**config.mk**
```make
export PLATFORM = sky130hd
export DESIGN_NAME = pipe_stage_chain_flat
export DESIGN_NICKNAME = d
export VERILOG_FILES = /design/src/rtl/pipe_stage_chain_if.sv /design/src/rtl/pipe_stage_chain.sv /design/src/flat_wrapper.sv
export SDC_FILE = /design/constraint.sdc
export NUM_CORES = 1
export LEC_CHECK = 0
export ABC_AREA = 1
export CAP_MARGIN = 5
export CORE_ASPECT_RATIO = 0.5
export CORE_UTILIZATION = 30
export DETAILED_ROUTE_END_ITERATION = 7
export HOLD_SLACK_MARGIN = 0.05
export PLACE_DENSITY_LB_ADDON = 0.05
export SYNTH_ARGS = -nofsm -noshare
export SYNTH_HDL_FRONTEND = slang
export SYNTH_SLANG_ARGS = --single-unit
```
**constraint.sdc**
```tcl
create_clock -name clk_i -period 1.9 [get_ports clk_i]
set_input_delay 0.38 -clock clk_i [delete_from_list [all_inputs] [get_ports clk_i]]
set_output_delay 0.38 -clock clk_i [all_outputs]
set_load 0.01 [all_outputs]
```
**src/rtl/pipe_stage_chain_if.sv**
```systemverilog
// Stage-chain bus: pipeline control (stall/flush), the entry entering stage 0,
// the entry leaving the last stage, and the occupancy count.
interface pipe_stage_chain_if #(
  parameter int CTRL_W = 4,
  parameter int DATA_W = 69,
  parameter int CNT_W  = 4
);
  logic              stall_i;
  logic              flush_i;
  logic              valid_i;
  logic [CTRL_W-1:0] ctrl_i;
  logic [DATA_W-1:0] data_i;
  logic              valid_o;
  logic [CTRL_W-1:0] ctrl_o;
  logic [DATA_W-1:0] data_o;
  logic [CNT_W-1:0]  count_o;

  modport master (
    output stall_i, flush_i, valid_i, ctrl_i, data_i,
    input  valid_o, ctrl_o, data_o, count_o
  );

  modport slave (
    input  stall_i, flush_i, valid_i, ctrl_i, data_i,
    output valid_o, ctrl_o, data_o, count_o
  );
endinterface

```
**src/rtl/pipe_stage_chain.sv**
```systemverilog
// DEPTH-stage pipeline latch with stall, flush (bubble insertion), control squash
// on invalid entries and a registered occupancy count. PIPE_STAGE_PERF_EN adds stall/kill counters.
module pipe_stage_chain #(
  parameter int CTRL_W = 4,
  parameter int DATA_W = 69,
  parameter int DEPTH  = 1,
  parameter int CNT_W  = 4
) (
  input  logic                clk_i,
  input  logic                rst_n_i,
  pipe_stage_chain_if.slave   bus
`ifdef PIPE_STAGE_PERF_EN
  ,
  output logic [31:0]         stall_cnt_o,
  output logic [31:0]         kill_cnt_o
`endif
);

  logic              valid_q [DEPTH];
  logic              valid_d [DEPTH];
  logic [CTRL_W-1:0] ctrl_q  [DEPTH];
  logic [CTRL_W-1:0] ctrl_d  [DEPTH];
  logic [DATA_W-1:0] data_q  [DEPTH];
  logic [DATA_W-1:0] data_d  [DEPTH];
  logic [CNT_W-1:0]  count_q;
  logic [CNT_W-1:0]  count_d;

  // Flush beats stall beats shift; data registers are never squashed.
  always_comb begin
    // NOTE: every next-state signal gets a hold default first so no path leaves it unassigned and infers a latch.
    for (int k = 0; k < DEPTH; k++) begin
      valid_d[k] = valid_q[k];
      ctrl_d[k]  = ctrl_q[k];
      data_d[k]  = data_q[k];
    end
    count_d = count_q;

    if (bus.flush_i) begin
      for (int k = 0; k < DEPTH; k++) begin
        valid_d[k] = 1'b0;
        ctrl_d[k]  = '0;
      end
      count_d = '0;
    end else if (!bus.stall_i) begin
      valid_d[0] = bus.valid_i;
      ctrl_d[0]  = bus.valid_i ? bus.ctrl_i : '0;
      data_d[0]  = bus.data_i;
      for (int k = 1; k < DEPTH; k++) begin
        valid_d[k] = valid_q[k-1];
        ctrl_d[k]  = ctrl_q[k-1];
        data_d[k]  = data_q[k-1];
      end
      count_d = count_q + CNT_W'(bus.valid_i) - CNT_W'(valid_q[DEPTH-1]);
    end
  end

  always_ff @(posedge clk_i or negedge rst_n_i) begin
    if (!rst_n_i) begin
      // NOTE: data registers are reset too, so every output reads 0 while reset is held.
      for (int k = 0; k < DEPTH; k++) begin
        valid_q[k] <= 1'b0;
        ctrl_q[k]  <= '0;
        data_q[k]  <= '0;
      end
      count_q <= '0;
    end else begin
      // NOTE: non-blocking updates let each stage sample its predecessor's pre-edge value.
      for (int k = 0; k < DEPTH; k++) begin
        valid_q[k] <= valid_d[k];
        ctrl_q[k]  <= ctrl_d[k];
        data_q[k]  <= data_d[k];
      end
      count_q <= count_d;
    end
  end

  assign bus.valid_o = valid_q[DEPTH-1];
  assign bus.ctrl_o  = ctrl_q[DEPTH-1];
  assign bus.data_o  = data_q[DEPTH-1];
  assign bus.count_o = count_q;

`ifdef PIPE_STAGE_PERF_EN
  logic [31:0] stall_cnt_q;
  logic [31:0] kill_cnt_q;

  // count_q equals the number of valid stages, i.e. the entries a flush destroys.
  always_ff @(posedge clk_i or negedge rst_n_i) begin
    if (!rst_n_i) begin
      stall_cnt_q <= '0;
      kill_cnt_q  <= '0;
    end else if (bus.flush_i) begin
      kill_cnt_q  <= kill_cnt_q + 32'(count_q);
    end else if (bus.stall_i) begin
      stall_cnt_q <= stall_cnt_q + 32'd1;
    end
  end

  assign stall_cnt_o = stall_cnt_q;
  assign kill_cnt_o  = kill_cnt_q;
`endif

endmodule
```
**src/flat_wrapper.sv**
```systemverilog
// flat-port wrapper written by rule: the top's interface ports become plain ports
module pipe_stage_chain_flat 
#(
  parameter int CTRL_W = 4,
  parameter int DATA_W = 69,
  parameter int DEPTH  = 1,
  parameter int CNT_W  = 4
)
  (clk_i, rst_n_i, bus_stall_i, bus_flush_i, bus_valid_i, bus_ctrl_i, bus_data_i, bus_valid_o, bus_ctrl_o, bus_data_o, bus_count_o);
  pipe_stage_chain_if #(.CTRL_W(CTRL_W), .DATA_W(DATA_W), .CNT_W(CNT_W)) bus_i ();
  input  logic clk_i;
  input  logic rst_n_i;
  input wire logic [$bits(bus_i.stall_i)-1:0] bus_stall_i;
  input wire logic [$bits(bus_i.flush_i)-1:0] bus_flush_i;
  input wire logic [$bits(bus_i.valid_i)-1:0] bus_valid_i;
  input wire logic [$bits(bus_i.ctrl_i)-1:0] bus_ctrl_i;
  input wire logic [$bits(bus_i.data_i)-1:0] bus_data_i;
  output wire logic [$bits(bus_i.valid_o)-1:0] bus_valid_o;
  output wire logic [$bits(bus_i.ctrl_o)-1:0] bus_ctrl_o;
  output wire logic [$bits(bus_i.data_o)-1:0] bus_data_o;
  output wire logic [$bits(bus_i.count_o)-1:0] bus_count_o;
  assign bus_i.stall_i = bus_stall_i;
  assign bus_i.flush_i = bus_flush_i;
  assign bus_i.valid_i = bus_valid_i;
  assign bus_i.ctrl_i = bus_ctrl_i;
  assign bus_i.data_i = bus_data_i;
  assign bus_valid_o = bus_i.valid_o;
  assign bus_ctrl_o = bus_i.ctrl_o;
  assign bus_data_o = bus_i.data_o;
  assign bus_count_o = bus_i.count_o;
  pipe_stage_chain #(.CTRL_W(CTRL_W), .DATA_W(DATA_W), .DEPTH(DEPTH), .CNT_W(CNT_W)) u_core (.clk_i(clk_i), .rst_n_i(rst_n_i), .bus(bus_i));
endmodule
```
# Word level (Yosys, flattened, before mapping)
# Cells that the tools add are included.
# op_classes
n_reduce_logical,1
n_mux,7
eq_ne,1
bitwise,2
add_sub_neg,2
# ops
cell,n
$mux W4,5
$add A4 B1 Y4,1
$sub A4 B1 Y4,1
$mux W1,2
$ne A2 B1 Y1 const B,1
$not A1 Y1,2
$reduce_and A2 Y1,1
# totals
ff_bits,78
input_bits,78
elab_cells,17

# Logic depth before layout (Yosys ltp)
# Gate-level depths: netlist (run 1).
# depth
depth_word,4
depth_mapped,10
depth_no_buf,10

# Least setup slack after synthesis (run 1)
# OpenSTA, ideal clock, no wires.
# synth_timing
kind,register -> register
from,"register u_core.count_q[0], in the netlist u_core.bus.count_o[0]"
to,"register u_core.count_q[2], in the netlist u_core.bus.count_o[2]"
t_arrival_ns,1.510
path_buffers,0
setup_ns,0.126
path_slack_ns,0.263
stages_incl_launch_ff,8
period_less_slack_ns,1.637
required_time_ns,1.774
cell_sequence,dfrtp_1 inv_1 ha_1 inv_1 ha_1 fa_1 o21ai_0 o22ai_1
# synth_between
elab_chain_cells,4
# synth_lines
element,line,text
"start, declared",pipe_stage_chain.sv:25,logic [CNT_W-1:0] count_q;
"start signal, assigned",pipe_stage_chain.sv:73,count_q <= count_d;
$add A4 B1 Y4,pipe_stage_chain.sv:53,count_d = count_q + CNT_W'(bus.valid_i) - CNT_W'(valid_q[DEPTH-1]);
$sub A4 B1 Y4,pipe_stage_chain.sv:53,
$mux W4,pipe_stage_chain.sv:44,end else if (!bus.stall_i) begin
$mux W4,pipe_stage_chain.sv:38,if (bus.flush_i) begin
# Every way passes these cells. The select of a mux whose other input is x is not followed.
# A chain may end at the register's enable or synchronous reset.

# Worst setup path in the final report (run 1)
# layout_timing
from,"register u_core.count_q[3], in the netlist u_core.bus.count_o[3]"
to,output bus_count_o[3]
# layout_rtl
element,line,text
"end, declared",flat_wrapper.sv:21,output wire logic [$bits(bus_i.count_o)-1:0] bus_count_o;
# No word-level cell between the ends.

==> results of run 1 <==
-- state kept, by name, indices dropped and copies added, names as in the netlist --
signal,count
u_core.bus.count_o,4
u_core.bus.ctrl_o,4
u_core.bus.valid_o,1
u_core.bus.data_o,69
-- per-layer routing --
layer  track usage, %  part of all wire (%)  up-vias
li1                 -                     -     1376
met4            3.860                  0.60        0
met1            20.39                    47     1207
met2            24.25                    45       85
met5                0                     0        -
met3            7.143                   7.6        4
-- synthesized netlist by cell type --
cell	number	area share, %
a22o_1	1	0.28
buf_2	12	2.0
buf_4	2	0.49
clkbuf_1	1	0.12
dfrtp_1	78	63
fa_1	1	0.65
ha_1	4	1.6
inv_1	10	1.2
inv_2	1	0.12
nand2_1	227	28
nand3_1	6	0.98
nor2_1	2	0.24
nor2_4	1	0.37
o21ai_0	3	0.49
o22ai_1	1	0.20
or2_2	1	0.20
-- power by group through the flow --
stage               clock [mW]  combinational (mW)  sequential [mW]
finish                    2.03                1.04             1.97
global route              2.17                1.14             2.00
CTS                       2.09                1.06             1.97
detailed placement           0                1.05             2.00
global placement             0                1.05             1.99
floorplan                    0               0.265             2.09
-- layout make-up --
cell class	count	share of cell area [%]
Clock buffer	11	4.483
Sequential cell	78	37.60
Tap cell	135	3.254
Inverter	11	0.7954
Multi-Input combinational cell	247	19.40
Timing Repair Buffer	164	32.15
Clock inverter	4	2.314
-- metrics by stage --
step	cells	utilization [%]	cell area [um^2]	total power, mW
after floorplan	351	-	3079	2.356
after global placement	634	49.79	4828	3.044
after detailed placement	634	49.79	4828	3.052
after CTS	650	53.54	5191	5.125
after global routing	650	53.54	5191	5.312
final	650	53.54	5191	5.041
-- kinds of logic after synthesis --
group                    after synthesis  share of synthesized area, %
AO/OA/AOI/OAI                          5                        0.9753
adder cells (fa/ha/maj)                5                         2.276
buffers and inverters                 26                         3.901
flip-flops                            78                         63.39
AND/OR/NAND/NOR                      237                         29.46
-- worst paths after layout --
check	startpoint	end	slack (ns)	cells after the start
min	u_core.bus.data_o[35]	u_core.bus.data_o[35]	0.47	2
max reg2reg	u_core.bus.count_o[0]	u_core.bus.count_o[2]	0.24	7
max	u_core.bus.count_o[3]	bus_count_o[3]	0.22	1
min reg2reg	u_core.bus.data_o[35]	u_core.bus.data_o[35]	0.47	2
min in group asynchronous	rst_n_i	u_core.bus.valid_o	0.54	2
max in group asynchronous	rst_n_i	u_core.bus.data_o[1]	0.80	3
-- what timing repair did --
| item | in CTS | in global routing |
|---|---|---|
| gates resized for setup | 0 | 0 |
| hold buffers | 1 | 0 |
| endpoints found under the hold margin | 30 | 0 |
| endpoints found under the setup margin | 0 | 0 |
-- worst min-delay path, stage by stage, from the launching register on --
cell     delay [ns]
dfrtp_1        0.34
nand2_1        0.05
nand2_1        0.04
==> impl_metrics.toml, run 1 <==
[routing]
vias = 2672
route.detailed.drc = 0
dr.first_iter.drc_count = 100
drt_pass1_iterations = 5
wl_per_cell_um = 12.37
routed_wl_um = 8039
routed_via_density = 4.111
antenna_left = 0

[power_and_ir_drop]
ir_worst_vdd_v = 0.0004212
clkPwrFrac_pct = 40.3
power_switching_mw = 1.167
seqPwrFrac_pct = 39.1
pwr-share-comb_pct = 20.6
switching_share_pct = 23.16
p_leak_nw = 2.552
p_int_mw = 3.873
power-per-cell-area_nw_per_um2 = 971.0

[placement]
numPortBuffers = 155
gp_routability_congestion = 0.7414
place_ws_ns = 0.1051
hpwlAfterDp_um = 5549

[floorplan]
start_util_pct = 31.75
die_area_um2 = 10700
die_h_um = 73.64
die_width_um = 145.3
coreArea_um2 = 9697
ios = 156
row_count = 25

[critical_path]
critPathSlowestCell = "clkdlybuf4s50_1"
crit_chain = "clkdlybuf4s50_1"
worstSetupPathType = "reg -> out"
worstPathArrival_ns = 1.30
critPathTopFamily = "buffers and inverters"
slowest_delay_ns = 0.58
required_ns = 1.52
worst-path-buf-inv = 1
cp_max_fo = 4
start_kind = "flop"
cp-end-kind = "primary output"

[sta]
slew_viol_final = 0
hold_ws_ns = 0.4672
worst_slew_pin_slew_ns = 0.4248
fmax_ghz = 0.5939
finalHoldViolations = 0
rsz0062_at_grt = "false"
tns_ns = 0
finalSetupViolCount = 0
finClkSkew_ns = 0.0006521
maxSlewHeadroom_pct = 71.68
final.setup.worst_slack_ns = 0.2163
fin_crit_sh_pct = 88.62
finalCriticalPeriod_ns = 1.684

[clock_tree]
clk_path_buf_depth = 2
path_clk_slew_ns = 0.06
clockRootBuffer = "clkbuf_16"
cts_buffers = 9
worstSkewPairLatency_ns = 0.32
post_cts_buffers = 0
htree_levels = 3
clock_sink_count = 78
cts_tree = "done"

[global_route]
grt_overflow = 0
grt_pass1_wl_um = 12880
grt_max_degree = 57
antenna_found_initial = 0
grt_pass1_vias = 2555
grt_usage_pct = 15.78

[final_layout]
drive_above_1_share_pct = 4.854
n_antenna_cell = 0
final_cell_mix = "nand2_1 (227), clkdlybuf4s50_1 (154), dfrtp_1 (78), inv_1 (10), clkbuf_16 (9)"
ff_latch_area_um2 = 1952
n_fill_cell = 904
layout_commonest_cell = "nand2_1"
fin_nets = 594
area_growth_pct = 68.59
multiInputGateArea_um2 = 1007

[synth]
synth_cells = 351
ys_types = 16
yosysWarnings = 0
yosysSeqAreaShare_pct = 63.39
syn_area_per_cell_um2 = 8.773
ys_seq_elements = 78
syn-cell-area_um2 = 3079
syn-num-nets = 434

[run]
drv_cap = 0

[run_status]
outcome = "complete, no violations"

[hold_path]
hold_class = "reg -> reg"
Note: power is estimated with default switching activity, not from simulation.
==> inputs of run 2 (changes only) <==
==> constraint.sdc (replaced) <==
create_clock -name clk_i -period 1.7 [get_ports clk_i]
set_input_delay 0.34 -clock clk_i [delete_from_list [all_inputs] [get_ports clk_i]]
set_output_delay 0.34 -clock clk_i [all_outputs]
set_load 0.01 [all_outputs]
==> impl_metrics.toml, run 2 (synthesis gave the netlist of run 1 again) <==
[floorplan]
start_util_pct = 31.75
die_area_um2 = 10700
ios = 156
coreArea_um2 = 9697
die_h_um = 73.64
row_count = 25
die_width_um = 145.3

[critical_path]
critPathSlowestCell = "clkdlybuf4s50_1"
cp-end-kind = "primary output"
worst-path-buf-inv = 1
critPathTopFamily = "buffers and inverters"
crit_chain = "clkdlybuf4s50_1"
slowest_delay_ns = 0.57
worstSetupPathType = "reg -> out"
cp_max_fo = 3
worstPathArrival_ns = 1.29
start_kind = "flop"
required_ns = 1.36

[final_layout]
final_cell_mix = "nand2_1 (227), clkdlybuf4s50_1 (153), dfrtp_1 (78), inv_1 (10), clkbuf_16 (9)"
layout_commonest_cell = "nand2_1"
drive_above_1_share_pct = 5.609
largest_reg_flops = 69
fin_nets = 596
area_growth_pct = 67.66
n_antenna_cell = 0

[clock_tree]
cts_tree = "done"
post_cts_buffers = 0
htree_levels = 3
clockRootBuffer = "clkbuf_16"
clk_path_buf_depth = 2
clock_sink_count = 78
worstSkewPairLatency_ns = 0.33
path_clk_slew_ns = 0.06
cts_buffers = 9

[global_route]
antenna_found_initial = 0
grt_pass1_wl_um = 12990
grt_max_degree = 79
grt_overflow = 0
grt_pass1_vias = 2497
grt_usage_pct = 15.74

[power_and_ir_drop]
p_leak_nw = 2.558
ir_worst_vdd_v = 0.0005230
p_total_mw = 5.342
power-per-cell-area_nw_per_um2 = 1035

[routing]
routed_wl_um = 7919
dr.first_iter.drc_count = 99
vias = 2674
drt_pass1_iterations = 4
routed_via_density = 4.101
antenna_left = 0
route.detailed.drc = 0
wl_per_cell_um = 12.15

[placement]
hpwlAfterDp_um = 5293
gp_routability_congestion = 0.7275
numPortBuffers = 155

[sta]
fmax_ghz = 0.6151
maxSlewHeadroom_pct = 71.74
fin_crit_sh_pct = 95.63
finalSetupViolCount = 0
tns_ns = 0
finalHoldViolations = 0
finalCriticalPeriod_ns = 1.626
hold_ws_ns = 0.4680
slew_viol_final = 0
finClkSkew_ns = 0.002557
worst_slew_pin_slew_ns = 0.4239
rsz0062_at_grt = "false"

[run_status]
outcome = "complete, no violations"

[hold_path]
hold_class = "reg -> reg"

[run]
drv_cap = 0
-- run 2: changes by cell type in the layout (fill, tap and decap cells not counted), sizes merged --
cell           before  now
clkinv              0    3
buf                 9   11
bufinv              4    2
clkbuf             11   10
clkdlybuf4s50     154  153
dlymetal6s2s        0    1
-- run 2: layer usage --
metal / share of wire [%] / GRT usage [%] / vias up / wire length (um)
li1: - / - / 1386 / -
met1: 47 / 20.91 / 1200 / 3721
met2: 43 / 22.97 / 81 / 3436
met3: 8.6 / 7.267 / 7 / 684
met4: 0.96 / 4.561 / 0 / 76
met5: 0 / 0 / - / 0
-- run 2: path summary, 6_finish.rpt --
kind                                         endpoint             startpoint  slack [ns]  cells past startpoint
max in group asynchronous       u_core.bus.data_o[22]                rst_n_i        0.78                      3
min in group asynchronous        u_core.bus.ctrl_o[0]                rst_n_i        0.59                      3
worst min-delay path            u_core.bus.data_o[31]  u_core.bus.data_o[31]        0.47                      2
worst max-delay path                   bus_count_o[1]  u_core.bus.count_o[1]        0.07                      1
worst min register to register  u_core.bus.data_o[31]  u_core.bus.data_o[31]        0.47                      2
worst max register to register  u_core.bus.count_o[1]  u_core.bus.count_o[0]        0.11                      7
-- run 2: cell type report --
class	count	area, um^2
multi-input combinational	247	1010
inverter	11	41.29
timing repair buffer	166	1687
fill	913	4534
clock inverter	5	75.07
tap	135	168.9
clock buffer	10	229.0
sequential	78	1952
-- run 2: report_power, final --
part,internal (mW),switching (mW)
clock network,1.27,0.709
registers,2.08,0.119
logic,0.677,0.489
total,4.03,1.32
-- run 2: repair_timing --
action,CTS,global route
hold buffers,1,0
setup endpoints to repair,0,2
endpoints found under the hold margin,20,0
gates resized for setup,0,3
-- run 2: per-stage QoR --
step	instances	cell area, um^2	utilization, %	worst slack, ns
finish	652	5162	53.24	0.07424
CTS	652	5157	53.19	0.02477
global route	652	5162	53.24	0.008321
detailed placement	636	4843	49.95	-0.07432
global placement	636	4843	49.95	-0.05412
floorplan	351	3079	-	0.06332
==> inputs of run 3 (changes only) <==
--- a/config.mk
+++ b/config.mk
@@ -8,7 +8,8 @@
 export ABC_AREA = 1
 export CAP_MARGIN = 5
 export CORE_ASPECT_RATIO = 0.5
-export CORE_UTILIZATION = 30
+export CORE_MARGIN = 10
+export CORE_UTILIZATION = 34
 export DETAILED_ROUTE_END_ITERATION = 7
 export HOLD_SLACK_MARGIN = 0.05
 export PLACE_DENSITY_LB_ADDON = 0.05
==> impl_metrics.toml, run 3 (synthesis gave the netlist of run 1 again) <==
[run_status]
outcome = "complete, no violations"

[clock_tree]
clock_sink_count = 78
clockRootBuffer = "clkbuf_16"
htree_levels = 3
cts_tree = "done"
clk_path_buf_depth = 2
path_clk_slew_ns = 0.06
worstSkewPairLatency_ns = 0.33
cts_buffers = 9

[floorplan]
die_h_um = 87.29
ios = 156
start_util_pct = 35.12
coreArea_um2 = 8768
die_area_um2 = 13490
row_count = 24
die_width_um = 154.6

[placement]
hpwlAfterDp_um = 6723
gp_routability_congestion = 0.7551
numPortBuffers = 155

[final_layout]
drive_above_1_share_pct = 6.538
area_growth_pct = 68.67
final_cell_mix = "nand2_1 (227), clkdlybuf4s50_1 (152), dfrtp_1 (78), inv_1 (10)"
layout_commonest_cell = "nand2_1"
fin_nets = 598
utilization_pct = 59.23
n_antenna_cell = 0
largest_reg_flops = 69

[routing]
m1WireLength_um = 3862
routed_wl_um = 9053
wl_per_cell_um = 14.21
vias = 2707
routed.top_layer = "met4"
wl_met2_um = 4350
wl_met3_um = 769
routed_via_density = 4.250
dr.first_iter.drc_count = 111
antenna_left = 0
route.detailed.drc = 0
drt_pass1_iterations = 4

[sta]
finClkSkew_ns = 0.0006958
slew_viol_final = 0
fin_crit_sh_pct = 94.56
finalHoldViolations = 0
worst_slew_pin_slew_ns = 0.3621
rsz0062_at_grt = "false"
finalSetupViolCount = 0
maxSlewHeadroom_pct = 75.86
fmax_ghz = 0.6221
finalCriticalPeriod_ns = 1.607

[critical_path]
worstSetupPathType = "reg -> out"
slowest_delay_ns = 0.56
crit_chain = "clkdlybuf4s50_1"
critPathSlowestCell = "clkdlybuf4s50_1"
worst-path-buf-inv = 1
required_ns = 1.36
start_kind = "flop"
critPathTopFamily = "buffers and inverters"
cp-end-kind = "primary output"
worstPathArrival_ns = 1.27
cp_max_fo = 3

[power_and_ir_drop]
p_leak_nw = 2.598
p_int_mw = 4.186
power-per-cell-area_nw_per_um2 = 1066
seqPwrFrac_pct = 39.7
p_total_mw = 5.539
clkPwrFrac_pct = 38.9
switching_share_pct = 24.43
pwr-share-comb_pct = 21.4
ir_worst_vdd_v = 0.0005391
power_switching_mw = 1.353

[global_route]
grt_pass1_vias = 2722
antenna_found_initial = 0
grt_usage_pct = 13.34
grt_max_degree = 44
grt_overflow = 0
grt_pass1_wl_um = 14370

[hold_path]
hold_class = "in -> async"

[run]
drv_cap = 0
==> run 3: cell count changes in the layout (fill, tap and decap cells not counted) <==
cell,change
buf_4,+2
bufinv_16,+1
clkbuf_1,-1
clkdlybuf4s50_1,-1
clkinvlp_4,+1
dlymetal6s2s_1,+1
ha_1,-1
ha_2,+1
==> run 3: layer usage <==
layer,vias up,GRT usage [%]
li1,1383,-
met1,1236,15.69
met2,78,21.79
met3,10,6.213
met4,0,3.325
met5,-,0
==> run 3: final timing paths <==
| check | start | endpoint | slack [ns] | cells past startpoint |
|---|---|---|---|---|
| max in group asynchronous | rst_n_i | u_core.bus.data_o[36] | 0.71 | 3 |
| min in group clk_i | u_core.bus.data_o[64] | u_core.bus.data_o[64] | 0.47 | 2 |
| hold reg to reg | u_core.bus.data_o[64] | u_core.bus.data_o[64] | 0.47 | 2 |
| setup reg to reg | u_core.bus.valid_o | u_core.bus.count_o[1] | 0.10 | 6 |
| setup / recovery | u_core.bus.count_o[2] | bus_count_o[2] | 0.09 | 1 |
| hold / removal | rst_n_i | u_core.bus.data_o[49] | 0.47 | 2 |
==> run 3: what timing repair did <==
action	4_1_cts	5_1_grt
buffers inserted	0	1
endpoints found under the setup margin	0	4
hold buffers	1	0
endpoints found under the hold margin	23	0
resized for setup	0	5
==> run 3: through the flow <==
stage / area [um^2] / std cells / setup TNS (ns) / setup WS [ns] / hold WS [ns]
floorplan: 3079 / 351 / 0 / 0.06332 / 0.04441
global placement: 4828 / 619 / -0.07684 / -0.07458 / 0.2816
detailed placement: 4828 / 619 / -0.1213 / -0.09059 / 0.2822
CTS: 5176 / 636 / 0 / 0.03383 / 0.4625
global route: 5194 / 637 / 0 / 0.003704 / 0.4907
finish: 5194 / 637 / 0 / 0.09253 / 0.4684
==> run 3: area by class of cell <==
| class | instances | area, um^2 |
|---|---|---|
| fillers | 808 | 3575 |
| flip-flops and latches | 78 | 1952 |
| repair buffers | 168 | 1704 |
| multi-input cells | 247 | 1012 |
| clock buffers | 9 | 225.2 |
| well taps | 117 | 146.4 |
| clock inverters | 7 | 112.6 |
| inverters | 11 | 41.29 |
==> run 3: power groups by stage <==
stage	Combinational, mW	Sequential (mW)	Clock [mW]
global placement	1.20	2.22	0
finish	1.18	2.20	2.16
CTS	1.21	2.20	2.23
detailed placement	1.21	2.23	0
floorplan	0.296	2.34	0
global route	1.31	2.23	2.30
